File: config.mk
export PLATFORM = sky130hd
export DESIGN_NAME = spi_recv_con
export DESIGN_NICKNAME = d
export VERILOG_FILES = /design/src/rtl/spi_recv_con.sv
export SDC_FILE = /design/constraint.sdc
export NUM_CORES = 1
export LEC_CHECK = 0
export ABC_AREA = 1
export CORE_UTILIZATION = 54
export CTS_BUF_LIST = sky130_fd_sc_hd__clkbuf_16
export DETAILED_ROUTE_END_ITERATION = 10
export PLACE_DENSITY_LB_ADDON = 0.05
export SLEW_MARGIN = 20
export SYNTH_ARGS = -nofsm -noshare
export SYNTH_HDL_FRONTEND = slang
export SYNTH_SLANG_ARGS = --single-unit
File: constraint.sdc
create_clock -name clk_in -period 2.9 [get_ports clk_in]
set_input_delay 0.29 -clock clk_in [delete_from_list [all_inputs] [get_ports clk_in]]
set_output_delay 0.29 -clock clk_in [all_outputs]
set_load 0.01 [all_outputs]
File: src/rtl/spi_recv_con.sv
// Receive side of the parallel SPI-style link: synchronises the asynchronous link,
// oversamples its clock and deserialises MSB-first beats into DATA_WIDTH-bit words.
module spi_recv_con #(
    parameter int DATA_WIDTH  = 8,
    parameter int LINES       = 4,
    parameter int SYNC_STAGES = 2
) (
    input  logic                  clk_in,
    input  logic                  rst_in,
    input  logic [LINES-1:0]      chip_data_in,
    input  logic                  chip_clk_in,
    input  logic                  chip_sel_in,
    output logic [DATA_WIDTH-1:0] data_out,
    output logic                  data_valid_out,
    output logic                  frame_err_out,
    output logic                  busy_out
);

    localparam int BEATS = DATA_WIDTH / LINES;
    localparam int CNT_W = (BEATS > 1) ? $clog2(BEATS) : 1;
    localparam logic [CNT_W-1:0] LAST_BEAT = CNT_W'(BEATS - 1);

    if (SYNC_STAGES < 2 || SYNC_STAGES > 3) begin : g_bad_sync
        $error("spi_recv_con: SYNC_STAGES must be 2 or 3");
    end
    if (DATA_WIDTH % LINES != 0) begin : g_bad_width
        $error("spi_recv_con: DATA_WIDTH must be a multiple of LINES");
    end

    typedef enum logic {IDLE, RECV} state_t;

    logic [SYNC_STAGES-1:0] clk_sync_q;
    logic [SYNC_STAGES-1:0] sel_sync_q;
    logic [LINES-1:0]       data_sync_q [SYNC_STAGES];
    logic                   clk_prev_q;

    state_t                 state_q, state_d;
    logic [CNT_W-1:0]       cnt_q, cnt_d;
    logic [DATA_WIDTH-1:0]  shift_q, shift_d;
    logic [DATA_WIDTH-1:0]  data_q, data_d;
    logic                   vld_q, vld_d;
    logic                   err_q, err_d;

    logic                   clk_s, sel_s, rise;
    logic [LINES-1:0]       data_s;
    logic [DATA_WIDTH-1:0]  shifted;

    // All three chains share one depth so a beat's data and clock edge arrive together.
    always_ff @(posedge clk_in) begin
        if (rst_in) begin
            clk_sync_q <= '0;
            sel_sync_q <= '1;
            clk_prev_q <= 1'b0;
            for (int i = 0; i < SYNC_STAGES; i++) data_sync_q[i] <= '0;
        end else begin
            clk_sync_q     <= {clk_sync_q[SYNC_STAGES-2:0], chip_clk_in};
            sel_sync_q     <= {sel_sync_q[SYNC_STAGES-2:0], chip_sel_in};
            data_sync_q[0] <= chip_data_in;
            for (int i = 1; i < SYNC_STAGES; i++) data_sync_q[i] <= data_sync_q[i-1];
            clk_prev_q     <= clk_sync_q[SYNC_STAGES-1];
        end
    end

    assign clk_s  = clk_sync_q[SYNC_STAGES-1];
    assign sel_s  = sel_sync_q[SYNC_STAGES-1];
    assign data_s = data_sync_q[SYNC_STAGES-1];
    assign rise   = clk_s & ~clk_prev_q;

    if (BEATS == 1) begin : g_one_beat
        assign shifted = data_s;
    end else begin : g_multi_beat
        assign shifted = {shift_q[DATA_WIDTH-LINES-1:0], data_s};
    end

    always_ff @(posedge clk_in) begin
        if (rst_in) begin
            state_q <= IDLE;
            cnt_q   <= '0;
            shift_q <= '0;
            data_q  <= '0;
            vld_q   <= 1'b0;
            err_q   <= 1'b0;
        end else begin
            state_q <= state_d;
            cnt_q   <= cnt_d;
            shift_q <= shift_d;
            data_q  <= data_d;
            vld_q   <= vld_d;
            err_q   <= err_d;
        end
    end

    // Select release takes priority over a coincident edge; the word completes in the edge cycle.
    always_comb begin
        state_d = state_q;
        cnt_d   = cnt_q;
        shift_d = shift_q;
        data_d  = data_q;
        vld_d   = 1'b0;
        err_d   = 1'b0;
        case (state_q)
            IDLE: begin
                if (!sel_s) begin
                    state_d = RECV;
                    cnt_d   = '0;
                    shift_d = '0;
                end
            end
            RECV: begin
                if (sel_s) begin
                    state_d = IDLE;
                    err_d   = (cnt_q != '0);
                end else if (rise) begin
                    shift_d = shifted;
                    if (cnt_q == LAST_BEAT) begin
                        cnt_d  = '0;
                        data_d = shifted;
                        vld_d  = 1'b1;
                    end else begin
                        cnt_d = cnt_q + 1'b1;
                    end
                end
            end
            default: state_d = IDLE;
        endcase
    end

    assign data_out       = data_q;
    assign data_valid_out = vld_q;
    assign frame_err_out  = err_q;
    assign busy_out       = (state_q == RECV);

endmodule

==> results.yml <==
run_status:
  status: "complete, no violations"
synth:
  synth-seq-cells: 29
  synth-compound-area-share: 0.01848
  synth_nets: 142
  synthTopCellsByCount: "29 x dfxtp_1, 26 x inv_1, 26 x nand2_1"
  synth_mux_area_frac: 0
  synth_area_leaders: "dfxtp_1 54%, nor2_2 9.2%, inv_1 9.0%"
  yosysTopAreaCellShare: 0.5358
  yosysTopAreaCell: "dfxtp_1"
  yosysMostFrequentCell: "dfxtp_1"
  synthSimpleGateAreaFrac: 0.3233
  avgSynthCellArea_sq_um: 8.086
  yosysUniqueCellTypes: 17
  ys_seq_area_frac: 0.5358
  synth-main-ff-cell: "dfxtp_1"
  synth-xor-area-share: 0
  synth_edf_count: 0
  synthAdderAreaFrac: 0
  synthesis.area_sq_um: 1084
  async_reset_ff_frac: 0
  synth_cells: 134
  yosysWarnings: 0
  synth_top_family_by_area: "simple AND/OR/NAND/NOR gates"
timing:
  maxSlewHeadroom: 0.8089
  period_needed_ns: 1.603
  setup-violations-final: 0
  tns_ns: 0
  min_period_over_period: 0.5528
  tightestPinTransition_ns: 0.2867
  finalHoldViolations: 0
  fin_skew_ns: 0.003669
  slew_viol_final: 0
  fmax_mhz: 623.8
  rsz0062_at_grt: "false"
clocking:
  insertion_delay_ns: 0.27
  post_cts_buffers: 0
  cts_resized: 0
  cts_buffer_depth: 2
  cts.sinks: 29
  cts_tree: "yes"
  cts-htree-levels: 2
  clk_pin_slew_ns: 0.04
  cts_root_buf: "clkbuf_16"
  cts_made_buffers: 5
  cts_hold_buf: 0
global_route:
  grt_max_degree: 22
  grt.overflow.total: 0
  grt_pass1_vias: 647
  gr-usage-all-layers: 0.1758
  antenna_found_initial: 0
  grt_first_pass_wirelength_um: 2518
pwr:
  p_leak_nw: 0.6120
  ir_drop_uv: 466.6
  p_per_area_nw_per_um2: 638.2
floorplanning:
  dieArea_sq_um: 2190
  num_io_pins: 19
  die_h_um: 46.80
  core_sq_um: 1802
  initial_core_util: 0.6014
  die_w_um: 46.80
  rows: 15
placed_design:
  portBuffers: 18
  dpl_cell_area_sq_um: 1275
  place.gp.congestion: 0.7833
  dp_hpwl_um: 1068
worst_setup_path:
  path_cells: "clkdlybuf4s50_1"
  endpoint_kind: "primary output"
  cp_slowest_cell: "clkdlybuf4s50_1"
  critical_path_class: "flop to primary output"
  crit_fanout: 8
  cp_data_arrival_time_ns: 1.31
  slowest_delay_ns: 0.59
  crit_family: "buffers and inverters"
  r2r_setup_slack_ns: 1.69
  cp_num_buf_inv: 1
  critPathRequiredTime_ns: 2.61
  start_kind: "flop"
drt:
  wirelength_um: 1602
  ant_nets: 0
  drtPass1Iterations: 4
  drc: 0
  vias: 797
  wl_per_cell_um: 8.802
  drt-initial-drc-count: 14
  vias_per_cell: 4.379
finish:
  num_antenna_cells: 0
  post-route-cell-area_sq_um: 1408
  nets: 165
  syn_to_final_growth_pct: 29.91
  drive_above_1_share: 0.1911
worst_hold_path:
  hp-class: "flop to flop"
run:
  cap_violations: 0
==> registers in the layout (all words and copies together) (netlist names) <==
name and flops:
busy_out 1, clk_prev_q 1, clk_sync_q 2, cnt_q 1, data_out 8, data_sync_q 8
data_valid_out 1, frame_err_out 1, sel_sync_q 2, shift_q 4
==> path summary, 6_finish.rpt <==
| path | start | cells past startpoint | end |
|---|---|---|---|
| worst max-delay path | busy_out | 1 | busy_out |
| worst min register to register | data_sync_q[0][0] | 2 | data_sync_q[0][4] |
| worst min-delay path | data_sync_q[0][0] | 2 | data_sync_q[0][4] |
| worst max register to register | busy_out | 5 | data_out[1] |
==> power by group <==
group          switching (W)  internal, W  leakage, nW
logic              0.0000171    0.0000156        0.307
clock network       0.000149     0.000304       0.0685
registers         0.00000419     0.000409        0.236
==> cell usage in the layout (no fill, tap or decap) <==
cell,synthesis,routed
nand3_1,6,6
inv_2,1,1
a21oi_1,4,4
dfxtp_1,29,29
nand2_2,3,3
clkdlybuf4s50_1,0,18
nor4_1,1,1
nor2_1,12,12
nand2_1,26,26
nor2_8,1,1
clkbuf_16,0,5
clkinv_1,1,2
or2_2,2,2
nor3_1,2,2
inv_1,26,27
buf_4,0,1
nor2_2,16,16
nand3_2,1,1
==> cell type report <==
class	count	area, sq um
sequential	29	580.6
fill	143	394.1
clock inverter	2	7.507
multi-input combinational	74	370.4
timing repair buffer	19	187.7
clock buffer	5	125.1
tap	25	31.28
inverter	28	105.1
==> per-layer routing <==
metal  share of wire  vias to the layer above  wire (um)  GRT usage
li1                -                      435          -          -
met3           0.049                        5         79    0.08077
met5               0                        -          0          0
met4           0.013                        0         21     0.1029
met1            0.45                      338        714     0.1727
met2            0.49                       19        788     0.3028
==> per-stage QoR <==
| stage | cells | total power (W) | hold slack (ns) | util | setup slack, ns |
|---|---|---|---|---|---|
| after floorplan | 134 | 0.0004375 | 0.3883 | - | 1.749 |
| after global placement | 175 | 0.0004515 | 0.3897 | 0.7076 | 1.359 |
| after detailed placement | 175 | 0.0004525 | 0.3923 | 0.7076 | 1.316 |
| after CTS | 182 | 0.0009042 | 0.4003 | 0.7813 | 1.284 |
| after global routing | 182 | 0.0009313 | 0.4268 | 0.7813 | 1.243 |
| final | 182 | 0.0008983 | 0.3991 | 0.7813 | 1.297 |
==> logic make-up after synthesis <==
kind of cell	count (synthesis)
buf+inv	31
compound gates	4
simple gates	70
flops	29
Power figures use the tool's default switching activity.
